## src/rtl/led_shift_engine.sv

```systemverilog
// led_shift_engine: self-timed WIDTH-bit LED pattern engine with rotate, zero-fill and bounce modes
module led_shift_engine #(
  parameter int WIDTH    = 8,
  parameter int STEP_DIV = 100_000_000
) (
  input  logic             clk,
  input  logic             rst,
  input  logic             cmd_clear,
  input  logic             cmd_load,
  input  logic             cmd_left,
  input  logic             cmd_right,
  input  logic             cmd_stop,
  input  logic [1:0]       mode,
  input  logic [WIDTH-1:0] d_in,
  output logic [WIDTH-1:0] led,
  output logic             dir,
  output logic             running,
  output logic             step
);
  localparam int CW = STEP_DIV > 1 ? $clog2(STEP_DIV) : 1;
  typedef enum logic {IDLE, RUN} state_t;
  state_t state, state_nxt;
  logic [CW-1:0] cnt, cnt_nxt;
  logic [WIDTH-1:0] led_nxt, step_led;
  logic dir_nxt, step_dir, step_nxt, tick;
  assign running = state == RUN;
  assign tick = running && cnt == CW'(STEP_DIV - 1);
  // next pattern if a step were taken this cycle
  always_comb begin
    step_led = led;
    step_dir = dir;
    if (mode == 2'b01) step_led = dir ? led << 1 : led >> 1;
    else if (mode == 2'b10) begin
      if (dir) begin
        if (!led[WIDTH-1]) step_led = led << 1;
        else if (!led[0]) begin
          step_led = led >> 1;
          step_dir = 1'b0;
        end
      end else begin
        if (!led[0]) step_led = led >> 1;
        else if (!led[WIDTH-1]) begin
          step_led = led << 1;
          step_dir = 1'b1;
        end
      end
    end else step_led = dir ? {led[WIDTH-2:0], led[WIDTH-1]} : {led[0], led[WIDTH-1:1]};
  end
  // commands pre-empt the step; a both-direction request falls through to it
  always_comb begin
    state_nxt = state;
    led_nxt = led;
    dir_nxt = dir;
    cnt_nxt = running ? (tick ? '0 : cnt + 1'b1) : '0;
    step_nxt = 1'b0;
    if (cmd_clear) begin
      led_nxt = '0;
      state_nxt = IDLE;
      cnt_nxt = '0;
    end else if (cmd_load) begin
      led_nxt = d_in;
      cnt_nxt = '0;
    end else if (cmd_stop) begin
      state_nxt = IDLE;
      cnt_nxt = '0;
    end else if (cmd_left ^ cmd_right) begin
      dir_nxt = cmd_left;
      state_nxt = RUN;
      cnt_nxt = '0;
    end else if (tick) begin
      led_nxt = step_led;
      dir_nxt = step_dir;
      step_nxt = 1'b1;
    end
  end
  always_ff @(posedge clk) begin
    if (rst) begin
      state <= IDLE;
      cnt <= '0;
      led <= '0;
      dir <= 1'b0;
      step <= 1'b0;
    end else begin
      state <= state_nxt;
      cnt <= cnt_nxt;
      led <= led_nxt;
      dir <= dir_nxt;
      step <= step_nxt;
    end
  end
endmodule

```

## config.mk

```make
export PLATFORM = sky130hd
export DESIGN_NAME = led_shift_engine
export DESIGN_NICKNAME = d
export VERILOG_FILES = /design/src/rtl/led_shift_engine.sv
export SDC_FILE = /design/constraint.sdc
export NUM_CORES = 1
export LEC_CHECK = 0
export ABC_AREA = 1
export BUFFER_PORTS_ARGS = -buffer_cell sky130_fd_sc_hd__buf_2
export CAP_MARGIN = 5
export CORE_UTILIZATION = 46
export DETAILED_ROUTE_END_ITERATION = 10
export PLACE_DENSITY = 0.73
export SLEW_MARGIN = 20
export SYNTH_ARGS = -nofsm -noshare
export SYNTH_HDL_FRONTEND = slang
export SYNTH_SLANG_ARGS = --single-unit
```

## constraint.sdc

```tcl
create_clock -name clk -period 1.4 [get_ports clk]
set_clock_uncertainty 0.05 [all_clocks]
set_input_delay 0.14 -clock clk [delete_from_list [all_inputs] [get_ports clk]]
set_output_delay 0.14 -clock clk [all_outputs]
set_load 0.03 [all_outputs]
```

==> results.toml <==
[layout]
fillcell_total = 443
synthesis_to_layout_area_growth_pct = 39.8
insertedDiodeCount = 0
final-instance-count-excl-fill = 548
num-nets-final = 496
post_route_cells_drive_above_1_share_pct = 41.2

[die]
chipWidth_um = 75.4
die_area_sq_um = 5690
placement_rows = 26
core_sq_um = 5140
initial_core_util_pct = 48.3
chipHeight_um = 75.4
ios = 28

[logic_synthesis]
synthTopCellsByArea = "sky130_fd_sc_hd__dfxtp_1 (31%), sky130_fd_sc_hd__nand2_1 (15%), sky130_fd_sc_hd__nor2_1 (7.7%)"
synth_top_area_cell = "sky130_fd_sc_hd__dfxtp_1"
yosys.area_share.simple_pct = 48.0
synth_top_cell_area_share_pct = 30.7
postSynthAreaPerCell_sq_um = 6.51
yosysWarnings = 0
post_synth_instance_area_sq_um = 2480
muxShareOfSynthArea_pct = 0
yosys.cell_types.count = 31
synth_adder_area_share_pct = 0.504
number_of_flip_flops_and_latches_in_the_synthesized_netlist = 38
yosysSeqAreaShare_pct = 30.7
synthXorXnorAreaFrac_pct = 3.18
fraction_of_the_mapped_netlist_area_in_compound_gates_pct = 9.28
synth_cells = 381
largest_family_of_logic_cells_by_synthesized_area = "simple AND/OR/NAND/NOR gates"
synthesis.nets = 399

[routing]
dr_total_vias = 2805
wirelength_um = 7090
detail-route-antenna-nets = 0
detail_route.drc_violations = 0
routedWlPerCell_um = 12.9
initialDrtViolationCount = 130
firstDrtPassIters = 4
vias_per_cell = 5.12

[cts]
clock_insertion_delay_worst_skew_ns = 0.29
tritoncts = "done"
ctsLongestPathBuffers = 2
ctsRootBufferMaster = "sky130_fd_sc_hd__clkbuf_8"
number_of_buffers_added_by_the_clock_tree_synthesis_step = 5
clk_pin_slew_ns = 0.08
clock_sink_count = 38
htree_num_levels = 2

[grt]
grt_max_degree = 18
grt_pass1_vias = 2529
grt_first_pass_wirelength_um = 10900
groute.usage.overall_pct = 24.8
antenna_found_initial = 0
aggregate_global_routing_overflow = 0

[sta]
fin_ws_ns = -0.103
hold_ws_ns = 0.0438
timing.slew.headroom_pct = 78.4
post-route-min-period_ns = 1.50
min_period_over_period_pct = 107
setup-tns-final_ns = -2.64
rsz0062_at_grt = "true"
final-setup-viol-count = 37
worst_slew_pin_slew_ns = 0.324
report.final.slew_viol_count = 0
max_freq_ghz = 0.665
hold_viol = 0

[place]
gpl.final_weighted_congestion = 0.886
placed_cells_incl_taps = 535
post-place-ws_ns = -0.156
number_of_input_and_output_port_buffers_inserted = 27
hpwlAfterDp_um = 5210

[power_and_ir_drop]
p_leak_nw = 1.52
power_density_nw_per_um2 = 618
worst_ir_drop_vdd_mv = 0.457

[worst_hold_path]
worstHoldPathType = "in -> reg"

[critical_path]
worstPathRequired_ns = 1.53
timing.critical_path.from_type = "flop"
timing.critical_path.cells = "ha_4, nand3_4, inv_2, nand2_4, nor2_1, nand3_1, nand2_4, nand2_4, nor2_1, nor2_1"
worst_path_max_delay_cell = "sky130_fd_sc_hd__dfxtp_2"
criticalPathCategory = "reg -> reg"
crit_path_max_incr_delay_ns = 0.35
crit_path_capture_type = "flop"
arrival_ns = 1.64
worstPathMaxFanout = 8

[outcome]
status = "complete, but fails checks"
violations = "negative setup slack"

[flow_run]
maximum_capacitance_violations = 0
==> cells in the mapped netlist <==
| cell type | count |
|---|---|
| sky130_fd_sc_hd__o22ai_1 | 2 |
| sky130_fd_sc_hd__o21ai_0 | 6 |
| sky130_fd_sc_hd__o21ai_1 | 3 |
| sky130_fd_sc_hd__nor3_2 | 3 |
| sky130_fd_sc_hd__nand3_2 | 5 |
| sky130_fd_sc_hd__buf_6 | 2 |
| sky130_fd_sc_hd__nand2_2 | 11 |
| sky130_fd_sc_hd__a211oi_1 | 1 |
| sky130_fd_sc_hd__xor2_1 | 5 |
| sky130_fd_sc_hd__a21oi_2 | 4 |
| sky130_fd_sc_hd__nand2_1 | 100 |
| sky130_fd_sc_hd__inv_2 | 5 |
| sky130_fd_sc_hd__nand4_1 | 6 |
| sky130_fd_sc_hd__o211ai_1 | 2 |
| sky130_fd_sc_hd__dfxtp_1 | 38 |
| sky130_fd_sc_hd__ha_1 | 1 |
| sky130_fd_sc_hd__nand4_2 | 1 |
| sky130_fd_sc_hd__nor2_4 | 6 |
| sky130_fd_sc_hd__o21ai_2 | 4 |
| sky130_fd_sc_hd__nor3_1 | 7 |
| sky130_fd_sc_hd__nand3_1 | 34 |
| sky130_fd_sc_hd__xnor2_1 | 4 |
| sky130_fd_sc_hd__clkinv_2 | 1 |
| sky130_fd_sc_hd__nor2_2 | 14 |
| sky130_fd_sc_hd__nor2_1 | 51 |
| sky130_fd_sc_hd__buf_2 | 4 |
| sky130_fd_sc_hd__nor4_1 | 1 |
| sky130_fd_sc_hd__a21oi_1 | 16 |
| sky130_fd_sc_hd__or2_2 | 4 |
| sky130_fd_sc_hd__inv_1 | 38 |
| sky130_fd_sc_hd__nor3_4 | 2 |
==> state kept, by name (all words and copies together) (netlist names) <==
| name | count |
|---|---|
| step | 1 |
| cnt | 27 |
| led | 8 |
| running | 1 |
| dir | 1 |
==> where the power goes <==
group          switching [mW]  total [mW]  internal, mW
combinational           0.165       0.265         0.100
sequential             0.0159        1.10          1.09
clock                   0.382       0.773         0.391
==> worst paths after layout <==
path	startpoint	endpoint	slack, ns	cells after the start
setup / recovery	cnt[1]	led[1]	-0.10	10
hold / removal	cmd_stop	running	0.04	2
setup reg to reg	cnt[1]	led[1]	-0.10	10
hold reg to reg	cnt[0]	cnt[0]	0.47	2
==> layout by cell type (no fill, tap or decap), types with 3 or more instances in the layout <==
cell type,instances
sky130_fd_sc_hd__dfxtp_2,9
sky130_fd_sc_hd__dfxtp_1,27
sky130_fd_sc_hd__nor2_2,18
sky130_fd_sc_hd__nor3_2,4
sky130_fd_sc_hd__nor2_1,45
sky130_fd_sc_hd__xnor2_1,4
sky130_fd_sc_hd__nand3_2,6
sky130_fd_sc_hd__nand3_1,30
sky130_fd_sc_hd__nand4_1,6
sky130_fd_sc_hd__nor2_4,8
sky130_fd_sc_hd__o21ai_1,3
sky130_fd_sc_hd__nand2_4,5
sky130_fd_sc_hd__nand3_4,3
sky130_fd_sc_hd__inv_1,36
sky130_fd_sc_hd__nand2_2,10
sky130_fd_sc_hd__a21oi_2,6
sky130_fd_sc_hd__buf_2,27
sky130_fd_sc_hd__inv_2,7
sky130_fd_sc_hd__xor2_1,5
sky130_fd_sc_hd__buf_4,65
sky130_fd_sc_hd__o21ai_0,4
sky130_fd_sc_hd__nor3_4,3
sky130_fd_sc_hd__nand2_1,96
sky130_fd_sc_hd__o21ai_2,6
sky130_fd_sc_hd__nor3_1,5
sky130_fd_sc_hd__a21oi_1,14
sky130_fd_sc_hd__or2_2,4
sky130_fd_sc_hd__clkbuf_8,6
==> worst max-delay path, delay by kind of cell, from the launching register on <==
kind                       cells  cell delay (ns)
adders and majority gates      1             0.15
buffers and inverters          1             0.08
DFF                            1             0.35
and+or+nand+nor                8             0.77
==> cell type report <==
class / count / area [sq um] / share of cell area [%]
multi-input combinational: 293 / 1660 / 48.0
timing repair buffer: 96 / 686 / 19.8
sequential: 38 / 779 / 22.5
tap: 70 / 87.6 / 2.52
inverter: 44 / 166 / 4.80
clock buffer: 7 / 86.3 / 2.49
==> logic make-up (layout without fill, tap and decap cells) <==
family / Yosys count / in the layout
buf+inv: 50 / 147
simple gates: 245 / 245
fa+ha+maj: 1 / 1
flops: 38 / 38
compound gates: 38 / 38
xor+xnor: 9 / 9
==> repair_timing <==
| item | CTS | global route |
|---|---|---|
| resized for setup | 18 | 21 |
| buffers inserted | 5 | 1 |
| hold endpoints to repair | 0 | 0 |
| endpoints found under the setup margin | 37 | 37 |
| pin swaps | 7 | 14 |
| hold buffers | 0 | 0 |
| gates cloned | 0 | 0 |
==> metrics by stage <==
step,util (%),area [sq um],power (mW)
floorplan,-,2520,1.29
global route,67.5,3470,2.23
finish,67.5,3470,2.14
global placement,62.2,3200,1.38
detailed placement,62.2,3200,1.38
CTS,65.8,3380,2.13
==> layer usage <==
layer / part of all wire [%] / global-route usage, %
met4: 1.2 / 7.20
met1: 42 / 29.1
met5: 0 / 0
met2: 53 / 46.0
met3: 3.7 / 4.63
Note: power is estimated with default switching activity, not from simulation.
